### config.mk
export PLATFORM = sky130hd
export DESIGN_NAME = tone_sequencer
export DESIGN_NICKNAME = d
export VERILOG_FILES = /design/src/rtl/tone_sequencer.sv
export SDC_FILE = /design/constraint.sdc
export NUM_CORES = 1
export LEC_CHECK = 0
export CORE_MARGIN = 2
export CORE_UTILIZATION = 54
export DETAILED_ROUTE_END_ITERATION = 10
export HOLD_SLACK_MARGIN = 0.05
export PLACE_DENSITY = 0.81
export SYNTH_ARGS = -nofsm -noshare
export SYNTH_HDL_FRONTEND = slang
export SYNTH_SLANG_ARGS = --single-unit
export TNS_END_PERCENT = 10
### constraint.sdc
create_clock -name clk -period 4 [get_ports clk]
set_clock_uncertainty 0.2 [all_clocks]
set_input_delay 1.2 -clock clk [delete_from_list [all_inputs] [get_ports clk]]
set_output_delay 1.2 -clock clk [all_outputs]
set_load 0.01 [all_outputs]
### src/rtl/tone_sequencer.sv
// tone_sequencer: walks a note table in synchronous-read memory and drives the
// square-wave tone generator's freq / output_enable / volume inputs.
// Table word: [31] volume, [30:20] duration in ticks (0 ends the song),
// [19:0] frequency in Hz (0 is a rest).
// All outputs come straight from registers.
module tone_sequencer #(
    parameter int TICK_DIV  = 125000,
    parameter int GAP_TICKS = 5,
    parameter int ADDR_W    = 8
) (
    input  logic              clk,
    input  logic              rst_n,
    input  logic              start,
    input  logic              stop,
    input  logic              loop_en,
    output logic [ADDR_W-1:0] note_addr,
    input  logic [31:0]       note_data,
    output logic [23:0]       freq,
    output logic              output_enable,
    output logic              volume,
    output logic              busy,
    output logic              done,
    output logic [ADDR_W-1:0] cur_addr
);

    typedef enum logic [2:0] {
        S_IDLE  = 3'd0,
        S_FETCH = 3'd1,
        S_LATCH = 3'd2,
        S_PLAY  = 3'd3,
        S_GAP   = 3'd4,
        S_DONE  = 3'd5
    } state_e;

    // Prescaler needs at least one bit even when TICK_DIV is 1.
    localparam int              PW         = (TICK_DIV > 1) ? $clog2(TICK_DIV) : 1;
    localparam logic [PW-1:0]   PRESC_LAST = PW'(TICK_DIV - 1);
    localparam logic [10:0]     GAP_LEN    = 11'(GAP_TICKS);
    localparam bit              HAS_GAP    = (GAP_TICKS > 0);

    state_e              state_q, state_d;
    logic [ADDR_W-1:0]   addr_q, addr_d;
    logic [23:0]         freq_q, freq_d;
    logic                oe_q, oe_d;
    logic                vol_q, vol_d;
    logic                busy_q, busy_d;
    logic                done_q, done_d;
    logic [10:0]         dur_q, dur_d;
    logic [PW-1:0]       presc_q, presc_d;
    logic [10:0]         tick_q, tick_d;

    logic                presc_wrap;
    logic [10:0]         tick_inc;
    logic                end_of_song;
    logic                play_last;
    logic                gap_last;

    // Shared tick timing: the last cycle of a phase is the prescaler wrap
    // that brings the tick count up to the phase length.
    always_comb begin
        presc_wrap  = (presc_q == PRESC_LAST);
        tick_inc    = tick_q + 11'd1;
        end_of_song = (note_data[30:20] == 11'd0);
        play_last   = presc_wrap && (tick_inc == dur_q);
        gap_last    = presc_wrap && (tick_inc == GAP_LEN);
    end

    // State register.
    always_ff @(posedge clk or negedge rst_n) begin
        if (!rst_n) state_q <= S_IDLE;
        else        state_q <= state_d;
    end

    // Next-state logic; stop overrides everything, including start.
    always_comb begin
        state_d = state_q;
        if (stop) begin
            state_d = S_IDLE;
        end else begin
            case (state_q)
                S_IDLE:  if (start) state_d = S_FETCH;
                S_FETCH: state_d = S_LATCH;
                S_LATCH: begin
                    if (end_of_song) begin
                        // An end marker at address 0 is an empty song: never loop on it.
                        if (loop_en && (addr_q != '0)) state_d = S_FETCH;
                        else                           state_d = S_DONE;
                    end else begin
                        state_d = S_PLAY;
                    end
                end
                S_PLAY:  if (play_last) state_d = HAS_GAP ? S_GAP : S_FETCH;
                S_GAP:   if (gap_last) state_d = S_FETCH;
                S_DONE:  state_d = S_IDLE;
                default: state_d = S_IDLE;
            endcase
        end
    end

    // Output / datapath next values, decided from the current state and the
    // transition being taken this cycle.
    always_comb begin
        addr_d  = addr_q;
        freq_d  = freq_q;
        oe_d    = oe_q;
        vol_d   = vol_q;
        dur_d   = dur_q;
        presc_d = presc_q;
        tick_d  = tick_q;
        if (state_d == S_IDLE) begin
            addr_d  = '0;
            freq_d  = '0;
            oe_d    = 1'b0;
            vol_d   = 1'b0;
            dur_d   = '0;
            presc_d = '0;
            tick_d  = '0;
        end else begin
            case (state_q)
                S_IDLE: begin
                    addr_d = '0;
                    oe_d   = 1'b0;
                end
                S_LATCH: begin
                    if (end_of_song) begin
                        oe_d = 1'b0;
                        if (state_d == S_FETCH) addr_d = '0;
                        else                    freq_d = '0;
                    end else begin
                        freq_d  = {4'd0, note_data[19:0]};
                        vol_d   = note_data[31];
                        oe_d    = (note_data[19:0] != 20'd0);
                        dur_d   = note_data[30:20];
                        presc_d = '0;
                        tick_d  = '0;
                    end
                end
                S_PLAY: begin
                    if (presc_wrap) begin
                        presc_d = '0;
                        tick_d  = tick_inc;
                    end else begin
                        presc_d = presc_q + PW'(1);
                    end
                    if (play_last) begin
                        presc_d = '0;
                        tick_d  = '0;
                        oe_d    = 1'b0;
                        if (!HAS_GAP) addr_d = addr_q + ADDR_W'(1);
                    end
                end
                S_GAP: begin
                    if (presc_wrap) begin
                        presc_d = '0;
                        tick_d  = tick_inc;
                    end else begin
                        presc_d = presc_q + PW'(1);
                    end
                    if (gap_last) begin
                        presc_d = '0;
                        tick_d  = '0;
                        addr_d  = addr_q + ADDR_W'(1);
                    end
                end
                default: ;
            endcase
        end
        busy_d = (state_d != S_IDLE);
        done_d = (state_d == S_DONE);
    end

    // Datapath and output registers.
    always_ff @(posedge clk or negedge rst_n) begin
        if (!rst_n) begin
            addr_q  <= '0;
            freq_q  <= '0;
            oe_q    <= 1'b0;
            vol_q   <= 1'b0;
            busy_q  <= 1'b0;
            done_q  <= 1'b0;
            dur_q   <= '0;
            presc_q <= '0;
            tick_q  <= '0;
        end else begin
            addr_q  <= addr_d;
            freq_q  <= freq_d;
            oe_q    <= oe_d;
            vol_q   <= vol_d;
            busy_q  <= busy_d;
            done_q  <= done_d;
            dur_q   <= dur_d;
            presc_q <= presc_d;
            tick_q  <= tick_d;
        end
    end

    assign note_addr     = addr_q;
    assign cur_addr      = addr_q;
    assign freq          = freq_q;
    assign output_enable = oe_q;
    assign volume        = vol_q;
    assign busy          = busy_q;
    assign done          = done_q;

endmodule

==> flow_summary.rst <==
.. list-table::
   :header-rows: 1

   * - Metric
     - Value
   * - GRT busiest layer
     - met2
   * - Start point of the critical path
     - tick_q[0]
   * - Total of max-cap violations
     - 0
   * - Detail Route Antenna Nets
     - 0
   * - DRC violations left
     - 0
   * - Data required time of the critical path
     - 4010 ps
   * - Met1 Track Usage GR
     - 38.8%
   * - R2R depth
     - 9
   * - Number of sinks on the clock net
     - 74
   * - Minimum hold slack
     - 370 ps
   * - Slew margin rel.
     - 37.5%
   * - Total Wirelength
     - 13.8 mm
   * - Initial antenna violation count
     - 0
   * - Synthesis-stage register bit count
     - 74
   * - Synth cell types
     - 62
   * - Cell area after synthesis
     - 4880 µm²
   * - Actual transition at the worst max-transition pin
     - 937 ps
   * - Type of the worst setup path
     - reg -> reg
   * - Slack of the worst reg-to-reg path
     - 380 ps
   * - Starting utilization of the core area
     - 55.9%
   * - Part of the Yosys area used for sequential elements
     - 38.0%
   * - Routed wirelength normalized by instance count
     - 18.7 µm
   * - End-of-flow core utilization
     - 67.1%
   * - EDFF count, synth
     - 0
   * - Portion of total power attributed to the clock network
     - 38.1%
   * - Final weighted congestion in routability-driven placement
     - 0.893
   * - Placeable Area
     - 8720 µm²
   * - Path type of the worst min-delay path
     - reg -> reg
   * - Hold violation total from the final report
     - 0
   * - Fin area
     - 5850 µm²
   * - CTS H-Tree Depth
     - 3
   * - P_leak
     - 2.35 nW
   * - Largest net degree at the start of global routing
     - 75
   * - Leading post-synthesis cells by instance count
     - sky130_fd_sc_hd__dfrtp_1 (74), sky130_fd_sc_hd__nand2_1 (69), sky130_fd_sc_hd__o211ai_1 (44)
   * - Cell-internal power
     - 1.24 mW
   * - Clock transition at the registers of the reported paths
     - 80 ps
   * - TritonCTS clock tree
     - yes
   * - Hold Path Cell Cnt
     - 2
   * - Top-area cell type share of the netlist area
     - 38.0%
   * - Vias in the first global route
     - 4680
   * - Std-Cell Rows
     - 34
   * - Synth area leaders
     - sky130_fd_sc_hd__dfrtp_1 (38%), sky130_fd_sc_hd__o211ai_1 (6.8%), sky130_fd_sc_hd__nand2_1 (5.3%)
   * - Met2 GRT Util
     - 46.7%
   * - Worst Setup Start Kind
     - register
   * - Most frequent cell after synthesis
     - sky130_fd_sc_hd__dfrtp_1
   * - Drt first-iter violations
     - 398
   * - Detail-routed via count per cell
     - 6.53
   * - Count of vias placed by the detailed router
     - 4790
   * - Average instance area after synthesis
     - 8.50 µm²
   * - Sum Neg Setup Slack
     - 0 ps
   * - Post-CTS Repair Setup Buffers
     - 0
   * - DP Wirelength
     - 9.34 mm
   * - Post-synth ARST share
     - 100%
   * - Ratio of cells with drive above 1 in the final layout
     - 7.51%
   * - Status
     - complete, no violations
   * - Time the final worst path needs with I/O delays and setup
     - 3620 ps
   * - Floorplan die area
     - 9810 µm²
   * - Number of endpoints failing setup at the final stage
     - 0
   * - First-pass GRT wire length
     - 22.9 mm
   * - Warning count from the yosys run
     - 0
   * - Area of placed instances
     - 5630 µm²
   * - TritonRoute pass-1 iters
     - 5
   * - Cell type contributing the most total cell area after synthesis
     - sky130_fd_sc_hd__dfrtp_1
   * - Number of standard cells after synthesis
     - 574
   * - Total gr overflow
     - 0
   * - Reg-to-Reg Start
     - tick_q[0]
   * - Total power draw
     - 1.71 mW
   * - Peak clock frequency supported by timing
     - 276 MHz
   * - Filler instances
     - 719
   * - Sw Pwr
     - 0.474 mW
   * - Category of the worst setup path capture point
     - register
   * - Count of nets after finishing
     - 663
   * - Area growth syn-to-layout
     - 19.9%
   * - Beginning of the worst hold path
     - volume
   * - Multi-input combinational cell area
     - 2700 µm²
   * - Sequential group share of total power
     - 46.1%
   * - CP arrival
     - 3630 ps
   * - Met3 track utilization from global routing
     - 2.91%
   * - Power per unit of standard cell area
     - 292 nW/µm²
   * - Number of antenna cells inserted
     - 0
   * - Number of buffers inserted during clock tree synthesis
     - 9
   * - Net Sw Frac
     - 27.7%
   * - Height of the die
     - 99.1 µm
   * - RSZ-0062 raised after global routing
     - no
   * - Cell at the root of the clock tree
     - sky130_fd_sc_hd__clkbuf_8
   * - Final slew viol count
     - 0
   * - Primary FF master, synth
     - sky130_fd_sc_hd__dfrtp_1
   * - Worst-skew pair later-pin latency
     - 350 ps
   * - Post-CTS sizing
     - 0
   * - Worst supply voltage drop on vdd
     - 0.192 mV
   * - Ports placed on the boundary
     - 81
   * - Max clock buf depth
     - 2
   * - Total GRT Usage
     - 28.5%
   * - Period utilisation layout
     - 90.4%
   * - Port Buffer Count
     - 76
   * - Relative contribution of combinational cells to total power
     - 15.8%
   * - Post-CTS Hold Buffers
     - 0
   * - Area taken by flip-flops and latches
     - 1850 µm²
   * - Die W
     - 99.1 µm
   * - Worst-path fanout max
     - 18
## registers in the layout (all words and copies together) (netlist names)
signal	count
busy	1
cur_addr	8
done	1
dur_q	11
freq	20
output_enable	1
presc_q	17
state_q	3
tick_q	11
volume	1
## per-layer routing
layer  vias to the layer above  part of all wire [%]
li1                       2213                     -
met1                      2343                    42
met2                       198                    49
met3                        36                   5.8
met4                         0                   2.9
met5                         -                     0
## critical path: stages, from the launching register on
cell,delay (ps)
sky130_fd_sc_hd__dfrtp_1,480
sky130_fd_sc_hd__ha_1,370
sky130_fd_sc_hd__and3_1,450
sky130_fd_sc_hd__nand2_1,120
sky130_fd_sc_hd__o41ai_1,510
sky130_fd_sc_hd__nor3_1,160
sky130_fd_sc_hd__a211o_1,300
sky130_fd_sc_hd__o21ai_2,450
sky130_fd_sc_hd__buf_4,330
sky130_fd_sc_hd__a22oi_1,110
## metrics by stage
stage	setup slack, ps	cells
2_1_floorplan	997	577
3_3_place_gp	178	718
3_5_place_dp	92.7	718
4_1_cts	445	734
5_1_grt	51.8	734
6_report	383	734
## cell usage in the layout, fill, tap and decap left out, drive strengths merged, types with 7 or more instances in the layout
| cell | n |
|---|---|
| and2 | 7 |
| o21ai | 11 |
| dfrtp | 74 |
| clkdlybuf4s50 | 75 |
| clkbuf | 10 |
| nor3 | 13 |
| xor2 | 16 |
| mux2i | 13 |
| nor2 | 23 |
| a21oi | 41 |
| nand4 | 8 |
| nand2 | 69 |
| xnor2 | 11 |
| inv | 16 |
| buf | 18 |
| and3 | 9 |
| nand3 | 38 |
| nor4 | 12 |
| a22oi | 13 |
| o211ai | 44 |
## logic make-up after synthesis
group / count (synthesis) / synth area share [%]
buffers and inverters: 76 / 7.33
AO/OA/AOI/OAI: 158 / 22.3
other: 1 / 0.0769
flip-flops: 74 / 38.0
multiplexers: 13 / 2.67
XOR/XNOR: 27 / 4.85
AND/OR/NAND/NOR: 220 / 23.6
adder cells (fa/ha/maj): 5 / 1.28
## final timing paths
path / to
max: tick_q[3]
min: volume
max reg2reg: tick_q[3]
min reg2reg: volume
max in group asynchronous: tick_q[3]
min in group asynchronous: tick_q[6]
## area by class of cell
class	instances	area share, %
Sequential cell	74	31.7
Clock buffer	10	2.35
Multi-Input combinational cell	427	46.1
Clock inverter	6	1.37
Timing Repair Buffer	93	15.1
Inverter	16	1.03
Tap cell	108	2.31
## power groups by stage
stage / clock network, mW / logic (mW) / registers, mW
after floorplan: 0 / 0.137 / 0.802
after global placement: 0 / 0.260 / 0.800
after detailed placement: 0 / 0.265 / 0.802
after CTS: 0.658 / 0.267 / 0.787
after global routing: 0.694 / 0.292 / 0.790
final: 0.652 / 0.270 / 0.788
Note: power is estimated with default switching activity, not from simulation.
